<file path="config.mk">
export PLATFORM = sky130hd
export DESIGN_NAME = fft_frame_collector
export DESIGN_NICKNAME = d
export VERILOG_FILES = /design/src/rtl/fft_frame_collector.sv
export SDC_FILE = /design/constraint.sdc
export NUM_CORES = 1
export LEC_CHECK = 0
export ABC_AREA = 1
export BUFFER_PORTS_ARGS = -buffer_cell sky130_fd_sc_hd__buf_2
export CAP_MARGIN = 20
export CORE_MARGIN = 2
export CORE_UTILIZATION = 45
export CTS_BUF_LIST = sky130_fd_sc_hd__clkbuf_8
export CTS_CLUSTER_DIAMETER = 200
export DETAILED_ROUTE_END_ITERATION = 12
export GPL_TIMING_DRIVEN = 0
export PLACE_DENSITY = 0.75
export SYNTH_ARGS = -nofsm -noshare
export SYNTH_HDL_FRONTEND = slang
export SYNTH_SLANG_ARGS = --single-unit
</file>
<file path="constraint.sdc">
create_clock -name clk -period 2.6 [get_ports clk]
set_input_delay 0.13 -clock clk [delete_from_list [all_inputs] [get_ports clk]]
set_output_delay 0.13 -clock clk [all_outputs]
set_load 0.05 [all_outputs]
</file>
<file path="src/rtl/fft_frame_collector.sv">
// -----------------------------------------------------------------------------
// fft_frame_collector
//
// Collects a stream of time-domain samples into fixed-size frames for a
// downstream FFT. Two banks ping-pong: while one bank is waiting to be
// consumed, the other one fills. A bank is never written while it is full, so
// a stalled consumer back-pressures the sample stream through in_ready instead
// of losing samples.
//
// Parameters
//   WIDTH   : bits per sample (>= 1)
//   SAMPLES : samples per frame (power of 2, >= 2)
//
// Ports
//   clk         : rising-edge clock for all state
//   rst         : asynchronous, active-low reset
//   in_valid    : in_sample holds a valid sample
//   in_sample   : streaming sample, WIDTH bits
//   in_ready    : a sample can be accepted this cycle
//   flush       : synchronous discard of the partially filled frame
//   frame_valid : frame_out holds a complete frame
//   frame_ready : downstream consumes the frame this cycle
//   frame_out   : SAMPLES entries; entry i is the i-th sample of the frame
//   frame_count : frames consumed, wraps modulo 2^16
// -----------------------------------------------------------------------------
module fft_frame_collector #(
  parameter int WIDTH   = 16,
  parameter int SAMPLES = 8
) (
  input  logic             clk,
  input  logic             rst,
  input  logic             in_valid,
  input  logic [WIDTH-1:0] in_sample,
  output logic             in_ready,
  input  logic             flush,
  output logic             frame_valid,
  input  logic             frame_ready,
  output logic [WIDTH-1:0] frame_out [SAMPLES],
  output logic [15:0]      frame_count
);

  localparam int                IDX_W    = $clog2(SAMPLES);
  localparam logic [IDX_W-1:0]  LAST_IDX = IDX_W'(SAMPLES - 1);

  logic [WIDTH-1:0] r_bank [2][SAMPLES];
  logic [1:0]       r_full;
  logic             r_wr_bank;
  logic             r_rd_bank;
  logic [IDX_W-1:0] r_wr_idx;
  logic [15:0]      r_frame_count;

  logic             w_accept;
  logic             w_write;
  logic             w_complete;
  logic             w_consume;
  logic [1:0]       w_set_full;
  logic [1:0]       w_clr_full;

  // Ready depends only on the fill bank's state, never on in_valid, so the
  // upstream handshake has no combinational loop through this block.
  assign in_ready    = ~r_full[r_wr_bank];
  assign frame_valid = r_full[r_rd_bank];
  assign frame_count = r_frame_count;

  assign w_accept   = in_valid & in_ready;
  // A flush discards the sample handshaked in the same cycle.
  assign w_write    = w_accept & ~flush;
  // Flush wins over completion: a flushed frame is never marked full.
  assign w_complete = w_write & (r_wr_idx == LAST_IDX);
  assign w_consume  = frame_valid & frame_ready;

  // Completion targets the fill bank (which was not full), consumption targets
  // the read bank (which was full), so the two can never hit the same bank.
  assign w_set_full = {w_complete &  r_wr_bank, w_complete & ~r_wr_bank};
  assign w_clr_full = {w_consume  &  r_rd_bank, w_consume  & ~r_rd_bank};

  // NOTE: always_comb drives every element on every pass, so no latch is
  // inferred for frame_out.
  always_comb begin
    for (int i = 0; i < SAMPLES; i++) begin
      frame_out[i] = r_bank[r_rd_bank][i];
    end
  end

  // NOTE: the sample banks are reset too, because frame_out must read all
  // zeros while reset is held and stale data must not survive a reset.
  always_ff @(posedge clk or negedge rst) begin
    if (!rst) begin
      for (int b = 0; b < 2; b++) begin
        for (int i = 0; i < SAMPLES; i++) begin
          r_bank[b][i] <= '0;
        end
      end
    end else if (w_write) begin
      r_bank[r_wr_bank][r_wr_idx] <= in_sample;
    end
  end

  // NOTE: all sequential state uses non-blocking assignments so every
  // register samples the pre-edge values of the others.
  always_ff @(posedge clk or negedge rst) begin
    if (!rst) begin
      r_full        <= '0;
      r_wr_bank     <= 1'b0;
      r_rd_bank     <= 1'b0;
      r_wr_idx      <= '0;
      r_frame_count <= '0;
    end else begin
      r_full <= (r_full | w_set_full) & ~w_clr_full;

      if (flush) begin
        r_wr_idx <= '0;
      end else if (w_write) begin
        // SAMPLES is a power of 2, so the increment wraps to 0 on its own.
        r_wr_idx <= r_wr_idx + 1'b1;
      end

      if (w_complete) begin
        r_wr_bank <= ~r_wr_bank;
      end

      if (w_consume) begin
        r_rd_bank     <= ~r_rd_bank;
        r_frame_count <= r_frame_count + 16'd1;
      end
    end
  end

endmodule

</file>
==> results.toml, run 1 <==
[routing]
dr.pass1.iters = 6
wl_per_cell_um = 16.88
ant_nets = 0
wirelength_um = 34680
vias = 10670
viasPerCell = 5.193
drc = 0
drt_iter0_markers = 1054

[final_layout]
drive_above_1_share_pct = 17.68
synthToLayoutAreaGrowth_pct = 19.68
layout_commonest_cell = "nand2_1"
final_cells = 2055
stdcell_area_um2 = 14550
final_nets = 1708
diodes = 0
layout_common_cells = "692 x nand2_1, 279 x dfrtp_1, 224 x o21ai_1, 187 x buf_2, 62 x clkbuf_8"

[critical_path]
rrSetupSlack_ps = 640
rr_worst_depth = 7
worstSetupPathType = "register to output port"
timing.rr.start = "r_rd_bank$_DFFE_PN0N_"
cp_data_required_time_ps = 2470
crit_path_max_fanout = 10
startpoint = "r_rd_bank$_DFFE_PN0N_"
crit_arrival_ps = 2290
end_kind = "output port"
setup.worst_path.start_class = "register"
regToRegEndpoint = "frame_count[7]$_DFFE_PN0N_"

[min_path]
holdPathEnd = "r_bank[252]$_DFFE_PN0P_"
hold_class = "primary input to register"
hold-path-cell-count = 3
worstHoldStart = "in_sample[12]"

[global_route]
top_usage_layer = "met2"
antenna_found_initial = 0
use_met2_pct = 37.34
grt_use_met1_pct = 34.12
grt_pass1_vias = 9977
grt_start_max_net_pins = 125
grt_first_pass_wirelength_um = 53720
globalRouteMet3Util_pct = 3.550
track_usage_pct = 24.24
grt-ovfl-total = 0

[clock_network]
numCtsBuffers = 47
clock_path_buffers = 3
htreeDepth = 2
cts_tree = "built"
cts.sinks = 279
insertion_delay_ps = 560
cts.clk_slew.worst_paths_ps = 60
root_buffer = "clkbuf_8"
post_cts_buffers = 0

[logic_synthesis]
ys_seq_area_share_pct = 57.45
yosysTopAreaCell = "dfrtp_1"
synthesis.area_um2 = 12150
syn_avg_cell_area_um2 = 8.347
syn_inst = 1456
synth_area_leaders = "dfrtp_1 57%, nand2_1 21%, o21ai_1 9.2%, buf_6 1.9%, clkbuf_1 1.5%"
synth_nets = 1480
yosysTopAreaCellShare_pct = 57.45
synth_cell_types = 26
synth-warning-count = 0
synth_seq_cells = 279

[floorplanning]
die_h_um = 168.3
dieArea_um2 = 28340
coreArea_um2 = 26730
io_pins = 167
rows = 60
initial_utilization_pct = 45.47
die_x_um = 168.3

[sta]
hold_viol = 0
period_share_pct = 93.25
worst_pin_slew_ps = 997.1
post-route-min-period_ps = 2425
fmax_ghz = 0.4124
hold_ws_ps = 24.43
slew_headroom_pct = 33.53
slew_violations = 0
rsz0062_at_grt = "false"
finalSetupViolCount = 0
setup-tns-final_ps = 0
clock_skew_ps = 15.28

[flow_run]
drv_cap = 0

[place]
portBuffers = 166
dp.cells = 1965
dp_hpwl_um = 23260
gp_congestion = 0.8701
place_area_um2 = 13480

[pwr]
leakage_uw = 0.007834
vdd_drop_max_uv = 480.5
power_density_nw_per_um2 = 906.0
power_uw = 13180

[status]
status = "complete, no violations"
[cell type report]
type                    instances  area [um^2]
clock buffers                  62        853.3
multi-input cells            1041         4459
plain buffers                  94        555.5
well taps                     341        426.7
flip-flops and latches        279         6982
fillers                      2471        12180
inverters                      41        153.9
repair buffers                180         1016
clock inverters                17        98.84
[sequential cells by signal, indices dropped and copies added, names as in the netlist]
name / flops
r_rd_bank: 1
r_full: 2
r_wr_bank: 1
r_wr_idx: 3
r_bank: 256
frame_count: 16
[Yosys cell counts]
cell type  number
a21oi_1         2
and2_1          1
buf_1           1
buf_12          1
buf_2          22
buf_6          21
clkbuf_1       50
dfrtp_1       279
ha_1            3
inv_1          39
inv_2           2
nand2_1       692
nand2_2         6
nand2_4        10
nand3_1        17
nand3_2         1
nand3b_1        2
nand4_1         4
nor2_1         31
nor2_2          2
nor2_4          1
o21ai_0        35
o21ai_1       224
o21bai_1        1
xnor2_1         1
xor2_1          8
[layer usage]
| metal | routed length [um] | vias up |
|---|---|---|
| met5 | 0 | - |
| met4 | 1532 | 0 |
| met3 | 2671 | 85 |
| met2 | 15650 | 455 |
| met1 | 14830 | 5066 |
| li1 | - | 5066 |
[through the flow]
stage                     setup WS (ps)  util, %
after CTS                         143.5    54.42
after global placement            -3652    50.18
final                             175.5    54.42
after floorplan                   850.2        -
after global routing              39.70    54.42
after detailed placement          436.6    50.42
[worst max-delay path: stages, from the launching register on]
cell      delay, ps
dfrtp_1         430
clkbuf_2        360
clkbuf_1        450
nand2_1         130
nand2_1         120
buf_2           260
[power by group]
part | internal, uW | switching [uW] | leakage (uW)
Combinational | 887 | 3140 | 0.00350
Clock | 2210 | 1730 | 0.000534
Sequential | 4870 | 340 | 0.00380
[what timing repair did]
item	in CTS	in global routing
hold buffers	12	0
gates resized for setup	1	0
endpoints found under the hold margin	323	0
setup endpoints to repair	100	0
[cell families (layout without fill, tap and decap cells)]
family	Yosys count	in the layout	share of synthesized area, %
adder cells (fa/ha/maj)	3	3	0.3089
buffers and inverters	136	394	5.858
flip-flops	279	279	57.45
AO/OA/AOI/OAI	262	262	10.81
XOR/XNOR	9	9	0.6487
AND/OR/NAND/NOR	767	767	24.93
[worst max path at each step]
stage | slack, ps | cells after the start | to
after floorplan | 850 | 7 | frame_count[7]$_DFFE_PN0N_
after global placement | -3650 | 1 | frame_count[2]$_DFFE_PN0N_
after global routing | 40 | 5 | frame_out[40]
final | 180 | 5 | frame_out[45]
after detailed placement | 440 | 6 | frame_out[45]
after CTS | 140 | 5 | frame_out[117]
(Power assumes the default switching activity.)
==> inputs of run 2 (changes only) <==
--- a/config.mk
+++ b/config.mk
@@ -10,7 +10,7 @@
 export CAP_MARGIN = 20
 export CORE_MARGIN = 2
 export CORE_UTILIZATION = 45
-export CTS_BUF_LIST = sky130_fd_sc_hd__clkbuf_8
+export CTS_BUF_LIST = sky130_fd_sc_hd__clkbuf_4 sky130_fd_sc_hd__clkbuf_8
 export CTS_CLUSTER_DIAMETER = 200
 export DETAILED_ROUTE_END_ITERATION = 12
 export GPL_TIMING_DRIVEN = 0
==> constraint.sdc (replaced) <==
create_clock -name clk -period 2.6 [get_ports clk]
set_input_delay 0.13 -clock clk [delete_from_list [all_inputs] [get_ports clk]]
set_output_delay 0.13 -clock clk [all_outputs]
set_load 0.1 [all_outputs]
==> run 2 against run 1 <==
Net effect:
- worst hold slack gained 5.4 ps
- highest routed layer unchanged
- die area unchanged
- sequential cell count unchanged
- wire length is 0.12% lower
- cell area grew 0.48%
- critical endpoint is now frame_out[99]
- sequential share of layout area is 0.23 points lower
==> results.toml, run 2 (synthesis results as in run 1) <==
[final_layout]
final_core_util_pct = 54.69
layout_common_cells = "692 x nand2_1, 279 x dfrtp_1, 224 x o21ai_1, 183 x buf_2, 62 x clkbuf_8"
ff_latch_area_um2 = 6982
synthToLayoutAreaGrowth_pct = 20.26
largest_reg_flops = 256
final_nets = 1708
diodes = 0
layout_commonest_cell = "nand2_1"
multi_input_area_um2 = 4459
final_cells = 2055
top_register = "r_bank"
stdcell_area_um2 = 14620
drive_above_1_share_pct = 19.08
n_fill_cell = 2458

[flow_run]
drv_cap = 0

[place]
portBuffers = 166
dp.cells = 1965
place_area_um2 = 13480
gp_congestion = 0.8701
dp_hpwl_um = 23260

[global_route]
track_usage_pct = 24.24
grt_pass1_vias = 9968
antenna_found_initial = 0
grt_start_max_net_pins = 125
grt-ovfl-total = 0
grt_first_pass_wirelength_um = 53760

[min_path]
hold_class = "primary input to register"
worstHoldStart = "in_sample[15]"

[sta]
worst_pin_slew_ps = 1022
fmax_ghz = 0.4012
post-route-min-period_ps = 2492
rsz0062_at_grt = "true"
slew_violations = 0
clock_skew_ps = 16.44
hold_viol = 0
slew_headroom_pct = 31.86
period_share_pct = 95.86
finalSetupViolCount = 0

[pwr]
vdd_drop_max_uv = 809.3
power.internal_uw = 8153
leakage_uw = 0.007862
p_sw_uw = 6727
power_frac_clock_pct = 27.5
combinationalPowerShare_pct = 37.4
sw_frac_of_total_pct = 45.21
p_seq_share_pct = 35.0
power_density_nw_per_um2 = 1018

[floorplanning]
die_h_um = 168.3
initial_utilization_pct = 45.47
io_pins = 167
dieArea_um2 = 28340
coreArea_um2 = 26730
rows = 60
die_x_um = 168.3

[critical_path]
crit_path_max_fanout = 10
timing.rr.start = "r_rd_bank$_DFFE_PN0N_"
cp_data_required_time_ps = 2470
end_kind = "output port"
startpoint = "r_rd_bank$_DFFE_PN0N_"
crit_arrival_ps = 2360
worstSetupPathType = "register to output port"
setup.worst_path.start_class = "register"

[clock_network]
insertion_delay_ps = 560
cts.sinks = 279
cts_tree = "built"
htreeDepth = 2
cts.clk_slew.worst_paths_ps = 60
numCtsBuffers = 47
root_buffer = "clkbuf_8"
clock_path_buffers = 3

[status]
status = "complete, no violations"

[routing]
ant_nets = 0
viasPerCell = 5.188
vias = 10660
wirelength_um = 34640
wl_per_cell_um = 16.85
drt_iter0_markers = 1028
dr.pass1.iters = 5
drc = 0
==> run 2: changes by cell type in the layout (fill, tap and decap cells not counted) <==
cell / change
inv_1: -11
buf_2: -4
clkbuf_1: -12
clkbuf_4: +16
buf_1: -1
clkbuf_2: +12
==> run 2: per-layer routing <==
layer | vias up | track usage, % | part of all wire, %
li1 | 5061 | - | -
met3 | 90 | 3.550 | 7.2
met5 | - | 0 | 0
met2 | 444 | 37.36 | 45
met4 | 0 | 11.24 | 4.4
met1 | 5066 | 34.10 | 43
==> run 2: final timing paths <==
check                      depth (start not counted)  slack [ps]                         end
max                                                5         110               frame_out[99]
min                                                3          30     r_bank[239]$_DFFE_PN0P_
max reg2reg                                        7         640  frame_count[7]$_DFFE_PN0N_
min reg2reg                                        2         490      r_bank[78]$_DFFE_PN0P_
max in group asynchronous                          3        1620      r_bank[10]$_DFFE_PN0P_
min in group asynchronous                          2          40      r_bank[88]$_DFFE_PN0P_
==> run 2: power by group through the flow <==
| stage | Combinational (uW) | Sequential (uW) | Clock, uW |
|---|---|---|---|
| 2_1_floorplan | 4190 | 5420 | 0 |
| 3_3_place_gp | 5460 | 5250 | 0 |
| 3_5_place_dp | 5530 | 5260 | 0 |
| 4_1_cts | 5550 | 5200 | 4160 |
| 5_1_grt | 5880 | 5270 | 4340 |
| 6_report | 5570 | 5210 | 4100 |
==> run 2: stage by stage <==
stage	setup slack, ps	setup TNS, ps	hold WS, ps	power, uW
2_1_floorplan	460.1	0	-165.6	9616
3_3_place_gp	-3652	-1013920	467.2	10710
3_5_place_dp	272.3	0	20.67	10790
4_1_cts	10.07	0	6.085	14900
5_1_grt	-18.26	-18.26	34.11	15490
6_report	107.7	0	29.79	14880
==> run 2: worst max-delay path, stage by stage, from the launching register on <==
cell and delay, ps:
dfrtp_1 420, clkbuf_2 370, clkbuf_1 380, nand2_1 90, nand2_1 120, buf_2 430
==> run 2: final cells by class <==
cell class	instances	share of cell area, %
Sequential cell	279	47.77
Clock buffer	73	6.404
Timing Repair Buffer	180	7.037
Buffer	94	3.912
Multi-Input combinational cell	1041	30.51
Inverter	41	1.053
Tap cell	341	2.919
Clock inverter	6	0.3938
==> run 2: repair_timing <==
| action | 4_1_cts | 5_1_grt |
|---|---|---|
| hold endpoints to repair | 323 | 0 |
| hold buffers | 12 | 0 |
| buffers inserted | 0 | 0 |
| gates cloned | 0 | 0 |
| setup endpoints to repair | 110 | 81 |
| gates resized for setup | 2 | 29 |
==> inputs of run 3 (changes only) <==
--- a/config.mk
+++ b/config.mk
@@ -15,6 +15,7 @@
 export DETAILED_ROUTE_END_ITERATION = 12
 export GPL_TIMING_DRIVEN = 0
 export PLACE_DENSITY = 0.75
+export REMOVE_ABC_BUFFERS = 1
 export SYNTH_ARGS = -nofsm -noshare
 export SYNTH_HDL_FRONTEND = slang
 export SYNTH_SLANG_ARGS = --single-unit
==> constraint.sdc (replaced) <==
create_clock -name clk -period 2.6 [get_ports clk]
set_input_delay 0.65 -clock clk [delete_from_list [all_inputs] [get_ports clk]]
set_output_delay 0.65 -clock clk [all_outputs]
set_load 0.1 [all_outputs]
==> run 3 against run 2 <==
Net effect:
- worst hold slack improved by 460 ps
- sequential power about the same
- combinational power increased by 25%
- non-clock buffer count decreased by 88
- maximum frequency decreased by 2.1%
- critical path depth increased by 1
- via count decreased by 3.3%
- sequential share of layout area decreased by 3.5 points
- cell area increased by 7.9%
- critical path type unchanged
- largest cell class unchanged
- largest power group unchanged
==> results.toml, run 3 (synthesis results as in run 1) <==
[clock_network]
cts.clk_slew.worst_paths_ps = 60
root_buffer = "clkbuf_8"
cts_tree = "built"
insertion_delay_ps = 570
numCtsBuffers = 48
htreeDepth = 2
clock_path_buffers = 3
cts.sinks = 279

[floorplanning]
coreArea_um2 = 26730
dieArea_um2 = 28340
die_h_um = 168.3
die_x_um = 168.3
io_pins = 167
rows = 60
initial_utilization_pct = 45.47

[sta]
worst_pin_slew_ps = 876.6
slew_violations = 0
setup-tns-final_ps = 0
post-route-min-period_ps = 2545
clock_skew_ps = 13.34
slew_headroom_pct = 41.50
rsz0062_at_grt = "false"
period_share_pct = 97.87
hold_viol = 0
finalSetupViolCount = 0
fmax_ghz = 0.3930

[routing]
dr.max_layer_used = "met5"
vias = 10310
wl_met2_um = 15700
wl_per_cell_um = 16.98
viasPerCell = 5.204
ant_nets = 0
wl_met1_um = 14710
drc = 0
dr.pass1.iters = 5
met3_length_um = 2320
drt_iter0_markers = 875
wirelength_um = 33630

[critical_path]
cp_data_required_time_ps = 1950
critPathTopFamily = "buffers and inverters"
critPathBufInv = 4
crit_arrival_ps = 1890
worstSetupPathType = "register to output port"
end_kind = "output port"
slowest_delay_ps = 520
crit_path_max_fanout = 18
critPathSlowestCell = "dfrtp_4"
path_cells = "buf_12, clkinv_16, clkbuf_16, nand2_1, nand2_1, buf_6"
timing.critical_path.mode_cell = "nand2_1"
setup.worst_path.start_class = "register"

[global_route]
grt_first_pass_wirelength_um = 52750
grt_start_max_net_pins = 125
grt-ovfl-total = 0
grt_pass1_vias = 9999
track_usage_pct = 23.62
antenna_found_initial = 1

[pwr]
p_seq_share_pct = 31.0
p_sw_uw = 7208
power_frac_clock_pct = 27.5
sw_frac_of_total_pct = 42.92
power_density_nw_per_um2 = 1065
vdd_drop_max_uv = 959.4
power.internal_uw = 9588
leakage_uw = 0.007957
combinationalPowerShare_pct = 41.5

[place]
place_area_um2 = 12980
dp_hpwl_um = 18010
portBuffers = 166
gp_congestion = 0.7528

[status]
status = "complete, no violations"

[final_layout]
layout_commonest_cell = "nand2_1"
synthToLayoutAreaGrowth_pct = 29.82
top_register = "r_bank"
drive_above_1_share_pct = 21.29
final_nets = 1624
stdcell_area_um2 = 15780
layout_common_cells = "644 x nand2_1, 277 x dfrtp_1, 224 x o21ai_1, 66 x clkbuf_8, 57 x buf_12"
largest_reg_flops = 256

[flow_run]
drv_cap = 0

[min_path]
hold_class = "register to register"
[run 3: changes by cell type in the layout (fill, tap and decap cells not counted), sizes merged]
cell and change:
nor2 +1, clkinv +5, clkbuf -51, inv +1, buf -25, diode +1, dlygate4sd3 -11, bufinv +3
clkinvlp +2
[run 3: what timing repair did]
action,4_1_cts,5_1_grt
hold endpoints to repair,40,0
pin swaps,1,3
resized for setup,362,43
buffers inserted,11,1
gates cloned,6,2
hold buffers,1,0
setup endpoints to repair,226,107
[run 3: final cells by class]
type	instances	area, um^2
Fill cell	2243	10950
Sequential cell	279	6987
Multi-Input combinational cell	1042	4591
Timing Repair Buffer	186	2416
Clock buffer	74	968.4
Tap cell	341	426.7
Clock inverter	15	182.7
Inverter	41	180.2
Timing Repair inverter	2	22.52
Antenna cell	1	2.502
[run 3: per-layer routing]
metal | vias to the layer above | global-route usage, %
li1 | 4901 | -
met1 | 4985 | 32.55
met2 | 352 | 38.18
met3 | 69 | 4.631
met4 | 2 | 7.009
met5 | - | 0
[run 3: tightest hold or removal path, cell delays in order, from the launching register on]
cell,delay (ps)
dfrtp_1,340
nand2_1,50
o21ai_1,60
[run 3: worst paths after layout]
check,startpoint,end,slack (ps),cells past startpoint
setup / recovery,r_rd_bank$_DFFE_PN0N_,frame_out[86],60,6
hold / removal,r_bank[250]$_DFFE_PN0P_,r_bank[250]$_DFFE_PN0P_,490,2
setup reg to reg,r_wr_bank$_DFFE_PN0N_,r_bank[236]$_DFFE_PN0P_,220,7
hold reg to reg,r_bank[250]$_DFFE_PN0P_,r_bank[250]$_DFFE_PN0P_,490,2
max in group asynchronous,rst,r_bank[227]$_DFFE_PN0P_,1070,3
min in group asynchronous,rst,r_bank[116]$_DFFE_PN0P_,570,2
[run 3: stage by stage]
stage          hold WS (ps)  setup WS [ps]  utilization (%)  total power [uW]  cells
4_1_cts               461.9         -90.49            58.39             16720   1979
3_5_place_dp          473.4         -513.2            48.57             10720   1872
3_3_place_gp          466.2          -5962            48.09              9887   1868
5_1_grt               504.4        0.04374            59.02             17450   1980
6_report              485.4          55.25            59.03             16800   1981
2_1_floorplan         354.4          -2778                -              9456   1361
[run 3: power by group through the flow]
| stage | sequential, uW | combinational [uW] | clock, uW |
|---|---|---|---|
| 2_1_floorplan | 5610 | 3850 | 0 |
| 3_3_place_gp | 5450 | 4440 | 0 |
| 3_5_place_dp | 5410 | 5310 | 0 |
| 4_1_cts | 5200 | 6840 | 4680 |
| 5_1_grt | 5280 | 7300 | 4870 |
| 6_report | 5210 | 6970 | 4620 |
